File: config.mk
export PLATFORM = sky130hd
export DESIGN_NAME = chan_sel_reg_flat
export DESIGN_NICKNAME = d
export VERILOG_FILES = /design/src/rtl/chan_sel_reg_if.sv /design/src/rtl/chan_sel_reg.sv /design/src/flat_wrapper.sv
export SDC_FILE = /design/constraint.sdc
export NUM_CORES = 1
export LEC_CHECK = 0
export BUFFER_PORTS_ARGS = -buffer_cell sky130_fd_sc_hd__buf_4
export CORE_AREA = 2 2 71 73
export DETAILED_ROUTE_END_ITERATION = 12
export DIE_AREA = 0 0 73 75
export GPL_TIMING_DRIVEN = 0
export SLEW_MARGIN = 0
export SYNTH_ARGS = -nofsm -noshare
export SYNTH_HDL_FRONTEND = slang
export SYNTH_SLANG_ARGS = --single-unit
File: constraint.sdc
create_clock -name clk -period 1.8 [get_ports clk]
set_input_delay 0.36 -clock clk [delete_from_list [all_inputs] [get_ports clk]]
set_output_delay 0.36 -clock clk [all_outputs]
set_load 0.005 [all_outputs]
File: src/rtl/chan_sel_reg_if.sv
// Bus bundle for chan_sel_reg: the word bank and control go in, and the selected word comes out.
// valid semantics: valid=1 on an output cycle means dout/cur_ch were loaded on the
// previous edge from a legal channel. There is no ready signal and no backpressure.
interface chan_sel_reg_if #(
    parameter int WIDTH    = 8,
    parameter int CHANNELS = 4,
    parameter int SEL_W    = 2
);
    logic [CHANNELS*WIDTH-1:0] din;
    logic [SEL_W-1:0]          addr;
    logic                      mode;
    logic                      en;
    logic [WIDTH-1:0]          dout;
    logic [SEL_W-1:0]          cur_ch;
    logic                      valid;
    logic                      wrap;

    modport master (
        output din, addr, mode, en,
        input  dout, cur_ch, valid, wrap
    );

    modport slave (
        input  din, addr, mode, en,
        output dout, cur_ch, valid, wrap
    );
endinterface

File: src/rtl/chan_sel_reg.sv
// Registered N-channel word selector with direct addressing and a round-robin scan mode.
// In scan mode each channel is held for DWELL enabled cycles.
module chan_sel_reg #(
    parameter int WIDTH    = 8,
    parameter int CHANNELS = 4,
    parameter int SEL_W    = 2,
    parameter int DWELL    = 4
) (
    input  logic        clk,
    input  logic        reset,
    chan_sel_reg_if.slave bus,
    output logic [0:0]  dbg_state,
    output logic [7:0]  dbg_cnt
);

    localparam logic [0:0] ST_DIRECT = 1'b0;
    localparam logic [0:0] ST_SCAN   = 1'b1;

    localparam logic [SEL_W-1:0] LAST_CH    = SEL_W'(CHANNELS - 1);
    localparam logic [7:0]       DWELL_LAST = 8'(DWELL - 1);

    logic [0:0]       state_q;
    logic [7:0]       cnt_q;
    logic [WIDTH-1:0] dout_q;
    logic [SEL_W-1:0] cur_q;
    logic             valid_q;
    logic             wrap_q;

    logic [WIDTH-1:0] ch_word [CHANNELS];
    logic             addr_legal;
    logic [SEL_W-1:0] start_ch;
    logic [SEL_W-1:0] next_ch;
    logic             at_last;
    logic             dwell_done;

    for (genvar k = 0; k < CHANNELS; k++) begin : g_unpack
        assign ch_word[k] = bus.din[k*WIDTH +: WIDTH];
    end

    always_comb begin
        addr_legal = (bus.addr <= LAST_CH);
        start_ch   = addr_legal ? bus.addr : '0;
        at_last    = (cur_q == LAST_CH);
        next_ch    = at_last ? '0 : cur_q + 1'b1;
        dwell_done = (cnt_q == DWELL_LAST);
    end

    // A mode=0 edge is a direct-mode edge regardless of the current state, so the
    // scan->direct transition needs no separate branch.
    always_ff @(posedge clk) begin
        if (reset) begin
            state_q <= ST_DIRECT;
            cnt_q   <= '0;
            dout_q  <= '0;
            cur_q   <= '0;
            valid_q <= 1'b0;
            wrap_q  <= 1'b0;
        end else if (!bus.en) begin
            valid_q <= 1'b0;
            wrap_q  <= 1'b0;
        end else if (!bus.mode) begin
            state_q <= ST_DIRECT;
            cnt_q   <= '0;
            wrap_q  <= 1'b0;
            valid_q <= addr_legal;
            if (addr_legal) begin
                dout_q <= ch_word[bus.addr];
                cur_q  <= bus.addr;
            end
        end else if (state_q == ST_DIRECT) begin
            state_q <= ST_SCAN;
            cnt_q   <= '0;
            wrap_q  <= 1'b0;
            valid_q <= 1'b1;
            dout_q  <= ch_word[start_ch];
            cur_q   <= start_ch;
        end else begin
            valid_q <= 1'b1;
            if (dwell_done) begin
                cnt_q  <= '0;
                cur_q  <= next_ch;
                dout_q <= ch_word[next_ch];
                wrap_q <= at_last;
            end else begin
                cnt_q  <= cnt_q + 8'd1;
                dout_q <= ch_word[cur_q];
                wrap_q <= 1'b0;
            end
        end
    end

    assign bus.dout   = dout_q;
    assign bus.cur_ch = cur_q;
    assign bus.valid  = valid_q;
    assign bus.wrap   = wrap_q;
    assign dbg_state  = state_q;
    assign dbg_cnt    = cnt_q;

endmodule

File: src/flat_wrapper.sv
// flat-port wrapper written by rule: the top's interface ports become plain ports
module chan_sel_reg_flat 
#(
    parameter int WIDTH    = 8,
    parameter int CHANNELS = 4,
    parameter int SEL_W    = 2,
    parameter int DWELL    = 4
)
  (clk, reset, dbg_state, dbg_cnt, bus_din, bus_addr, bus_mode, bus_en, bus_dout, bus_cur_ch, bus_valid, bus_wrap);
  chan_sel_reg_if #(.WIDTH(WIDTH), .CHANNELS(CHANNELS), .SEL_W(SEL_W)) bus_i ();
  input  logic clk;
  input  logic reset;
  output logic [0:0] dbg_state;
  output logic [7:0] dbg_cnt;
  input wire logic [$bits(bus_i.din)-1:0] bus_din;
  input wire logic [$bits(bus_i.addr)-1:0] bus_addr;
  input wire logic [$bits(bus_i.mode)-1:0] bus_mode;
  input wire logic [$bits(bus_i.en)-1:0] bus_en;
  output wire logic [$bits(bus_i.dout)-1:0] bus_dout;
  output wire logic [$bits(bus_i.cur_ch)-1:0] bus_cur_ch;
  output wire logic [$bits(bus_i.valid)-1:0] bus_valid;
  output wire logic [$bits(bus_i.wrap)-1:0] bus_wrap;
  assign bus_i.din = bus_din;
  assign bus_i.addr = bus_addr;
  assign bus_i.mode = bus_mode;
  assign bus_i.en = bus_en;
  assign bus_dout = bus_i.dout;
  assign bus_cur_ch = bus_i.cur_ch;
  assign bus_valid = bus_i.valid;
  assign bus_wrap = bus_i.wrap;
  chan_sel_reg #(.WIDTH(WIDTH), .CHANNELS(CHANNELS), .SEL_W(SEL_W), .DWELL(DWELL)) u_core (.clk(clk), .reset(reset), .bus(bus_i), .dbg_state(dbg_state), .dbg_cnt(dbg_cnt));
endmodule
---- After elaboration in Yosys (flattened, before gate mapping) ----
Index checks and enable logic that the tools add are counted.
storage, ports and cells
  word-level logic and storage cells ...... 56
  register bits ........................... 21
  bits of input ports ..................... 38
operators by class
  bitwise operators ....................... 8
  equality and inequality tests ........... 3
  order comparisons ....................... 5
  multiplexer cells ....................... 27
  add/subtract/negate cells ............... 2
  reduce and logical (&&, ||, !) cells .... 5
operators with widths
  operator               count
  $mux W8                15
  $bmux W8 S2            4
  $ge A3 B3 Y1 const B   4
  $mux W2                6
  $not A2 Y3             4
  $add A8 B1 Y8 const B  1
  $eq A8 B2 Y1 const B   1
  $reduce_or A5 Y1       1
  $not A1 Y1             4
  $ne A3 B3 Y1 const B   1
  $reduce_and A3 Y1      1
  $add A2 B1 Y2 const B  1
  $eq A2 B2 Y1 const B   1
  $le A2 B2 Y1 const B   1
  $mux W1                2
  $reduce_and A2 Y1      1
  $reduce_bool A2 Y1     1
  $reduce_or A2 Y1       1

---- Longest topological paths before layout ----
  word-level depth ........................ 9
  depth in mapped cells ................... 6

---- Least setup slack after synthesis ----
OpenSTA, ideal clock, no wires.
  kind .................................... reg-to-reg
  from .................................... register u_core.cur_q[0] (netlist: u_core.bus.cur_ch[0])
  to ...................................... register u_core.dout_q[0] (netlist: u_core.bus.dout[0])
  data required time ...................... 1.681 ns
  setup slack ............................. 0.201 ns
  arrival time ............................ 1.480 ns
  path buffers ............................ 0
  stages on the path, launching flop included .. 6
  clock period less this slack ............ 1.599 ns
  path through ............................ dfxtp_1 > ha_1 > nor2_8 > mux4_2 > o21ai_1 > o21ai_1
between the ends
  longest elaborated chain between the ends .. 9
  elaborated cells between the ends (all ways) .. 14
  those cells by class .................... add/sub (1); eq/ne (1); mux (10); bitwise (2)
ends and longest elaborated chain
  what                                        line                text
  start, declared                             chan_sel_reg.sv:25  logic [SEL_W-1:0] cur_q;
  start signal, assigned                      chan_sel_reg.sv:68  cur_q <= bus.addr;
  start signal, assigned                      chan_sel_reg.sv:76  cur_q <= start_ch;
  start signal, assigned                      chan_sel_reg.sv:81  cur_q <= next_ch;
  $eq A2 B2 Y1                                chan_sel_reg.sv:43  at_last = (cur_q == LAST_CH);
  net u_core.at_last                          chan_sel_reg.sv:33  logic at_last;
  $mux W2                                     chan_sel_reg.sv:44  next_ch = at_last ? '0 : cur_q + 1'b1;
  $not A2 Y3 (not written as such)            chan_sel_reg.sv:82  dout_q <= ch_word[next_ch];
  $bmux W8 S2                                 chan_sel_reg.sv:82
  $mux W8 (not written as such) (2 in a row)  chan_sel_reg.sv:82
  $mux W8                                     chan_sel_reg.sv:79  if (dwell_done) begin
  $mux W8                                     chan_sel_reg.sv:70  end else if (state_q == ST_DIRECT) begin
  $mux W8                                     chan_sel_reg.sv:61  end else if (!bus.mode) begin
  end signal, assigned                        chan_sel_reg.sv:75  dout_q <= ch_word[start_ch];
  end signal, assigned                        chan_sel_reg.sv:82
  end signal, assigned                        chan_sel_reg.sv:86  dout_q <= ch_word[cur_q];
  end, declared                               chan_sel_reg.sv:24  logic [WIDTH-1:0] dout_q;
The timed path passes the listed nets, and every way through them passes these cells. The select of a mux whose other input is x is not followed.
A chain may end at the register's enable or synchronous reset.

---- Worst setup path after layout ----
  from .................................... register u_core.cnt_q[1] (netlist: u_core.dbg_cnt[1])
  to ...................................... register u_core.cur_q[0] (netlist: u_core.bus.cur_ch[0])
between the ends
  longest elaborated chain between the ends .. 3
ends and longest elaborated chain
  what                                line                text
  start, declared                     chan_sel_reg.sv:23  logic [7:0] cnt_q;
  start signal, assigned              chan_sel_reg.sv:85  cnt_q <= cnt_q + 8'd1;
  $eq A8 B2 Y1                        chan_sel_reg.sv:45  dwell_done = (cnt_q == DWELL_LAST);
  $ne A3 B3 Y1 (no source line)       --
  $reduce_and A3 Y1 (no source line)  --
No other way between the ends.

==> reports/results.ini <==
[run_status]
status=finished, final reports clean

[routing]
drcViolationCount=0
routed-wl-met2_mm=2.14
maxUsedRoutingLayer=met4
route.met3.wl_um=214
wl_met1_mm=1.84
vias=1413
wl_mm=4.21
viasPerCell=5.74
ant_nets=0
routedWlPerCell_um=17.1
drt_iter0_markers=52
firstDrtPassIters=4

[sta]
period_share_pct=92.7
relSlewSlack_pct=54.6
setup_viol=0
max_freq_ghz=0.599
fin_setup_tns_ns=0
tightestPinTransition_ns=0.679
report.final.slew_viol_count=0
fin_crit_ns=1.67
finClkSkew_ns=0.00969
rsz0062_at_grt=false
hold_viol=0

[placed_design]
gp_congestion=0.800
place_hpwl_mm=3.16
io_buffers=56

[logic_synthesis]
synth_common_cells=21 x dfxtp_1, 16 x o21ai_1, 15 x mux4_1, 11 x nor2_1, 10 x nand2_1
synth-edff-count=0
synthTopCellsByArea=dfxtp_1 26%, mux4_1 25%, mux4_2 13%
ys_seq_area_share_pct=26.4
postSynthAreaPerCell_um2=12.2
synth_top_cell_area_share_pct=26.4
synth_nets=171
yosys_warnings=0
ys.flop_type=dfxtp_1
async_flop_share_pct=0
synth_seq_cells=21
synth_top_area_cell=dfxtp_1
synth_cells=131
synth_cell_types=32
synth.most_common_cell=dfxtp_1
synth_area_um2=1600

[clocking]
cts_buffers=3
htreeDepth=1
cts-root-buf=clkbuf_8
clock-sinks=21
clkTransAtPathRegs_ns=0.08
cts_max_path_buffers=2
ctsHoldBuffers=0
clk_latency_ns=0.26
post_cts_buffers=0
cts_tree=built

[pwr]
peakVddDrop_mv=0.237
power.density_nw_per_um2=564
power_mw=1.21
p_leak_nw=0.876

[floorplanning]
ios=59
std_cell_rows=25
dieArea_um2=5480
die_h_um=75
core_um2=4660
die-width_um=73
initial_core_util_pct=34.2

[global_routing]
antenna_found_initial=0
grt_pass1_wl_mm=6.79
overflow=0
track_usage_pct=16.3
grt_pass1_vias=1353
grt_max_degree=12

[final_layout]
insertedDiodeCount=0
area_delta_synth_final_pct=34.9
nNetsFinal=233
drive_gt1_share_pct=43.2
fillCellCount=439

[setup_path]
required_ns=1.96
reg2reg_slack_ns=0.13
critPathLaunch=u_core.dbg_cnt[1]
r2r_cells=5
start_kind=flop
crit_type=reg2reg
r2r-end=u_core.bus.cur_ch[0]
cp-end-kind=flop
cp-endpoint=u_core.bus.cur_ch[0]
arrival_ns=1.83
cp_max_fo=6
worstReg2RegStart=u_core.dbg_cnt[1]

[job]
drv_cap=0

[min_path]
hp-class=in2reg

[cell families (layout without fill, tap and decap cells)]
| kind of cell | after synthesis | after routing | share of synthesized area [%] |
|---|---|---|---|
| AOI/OAI and AO/OA | 30 | 30 | 11.4 |
| xor gates and xnor gates | 7 | 7 | 3.84 |
| adders and majority gates | 2 | 2 | 1.57 |
| buffers and inverters | 9 | 69 | 4.71 |
| DFF | 21 | 21 | 26.4 |
| muxes | 28 | 28 | 39.9 |
| and+or+nand+nor | 34 | 35 | 12.2 |
[how the worst min path moves through the flow]
stage | from | endpoint | slack (ns) | cells past startpoint
after floorplan | reset | u_core.bus.cur_ch[0] | 0.43 | 1
after global placement | u_core.bus.dout[0] | u_core.bus.dout[0] | 0.44 | 2
after CTS | reset | u_core.dbg_state | 0.29 | 2
after detailed placement | u_core.bus.dout[0] | u_core.bus.dout[0] | 0.44 | 2
final | reset | u_core.dbg_state | 0.30 | 2
after global routing | reset | u_core.dbg_state | 0.29 | 2
[per-stage QoR]
step | instances | cell area, um^2 | worst slack, ns | hold WS [ns] | util [%]
floorplan | 131 | 1600 | 0.201 | 0.432 | -
global placement | 241 | 2080 | 0.109 | 0.443 | 44.7
detailed placement | 241 | 2080 | 0.0955 | 0.439 | 44.7
CTS | 245 | 2130 | 0.0787 | 0.293 | 45.7
global route | 246 | 2150 | 0.0280 | 0.286 | 46.2
finish | 246 | 2150 | 0.131 | 0.296 | 46.2
[where the power goes]
group | switching (mW) | internal (mW)
clock network | 0.160 | 0.158
registers | 0.0168 | 0.488
logic | 0.155 | 0.236
[sequential cells by signal, indices dropped and copies added, names as in the netlist]
name               cells
u_core.bus.wrap        1
u_core.dbg_state       1
u_core.bus.valid       1
u_core.bus.cur_ch      2
u_core.dbg_cnt         8
u_core.bus.dout        8
[critical path: stages (launching register included)]
cell and delay, ns:
dfxtp_1 0.43, ha_1 0.25, nor4b_4 0.31, a21bo_4 0.20, a21oi_1 0.07, a311oi_1 0.32
[routing by layer]
layer / vias to the layer above / track usage [%]
met4: 0 / 3.91
met3: 2 / 2.54
li1: 658 / -
met2: 50 / 30.0
met5: - / 0
met1: 703 / 20.0
[what timing repair did]
| action | in CTS | in global routing |
|---|---|---|
| endpoints found under the setup margin | 0 | 5 |
| endpoints found under the hold margin | 0 | 0 |
| gates resized for setup | 0 | 4 |
[final cells by class]
cell class / instances / area [um^2] / share of cell area, %
Buffer: 9 / 75.1 / 3.49
Timing Repair Buffer: 56 / 420 / 19.5
Sequential cell: 21 / 422 / 19.6
Multi-Input combinational cell: 102 / 1120 / 52.2
Tap cell: 54 / 67.6 / 3.14
Clock buffer: 4 / 45.0 / 2.09
[cell usage in the layout (no fill, tap or decap), drive strengths merged]
master,instances
o22ai,8
xnor2,1
nor3,1
clkbuf,6
mux2i,4
ha,2
and3,1
nand2,10
and2,1
nand3,4
nor2b,1
a311oi,2
and4,1
nor2,13
a21o,1
buf,63
a21bo,1
xor2,6
dfxtp,21
a21oi,2
o21ai,16
mux4,24
nand4,2
nor4b,1
Power figures use the tool's default switching activity.
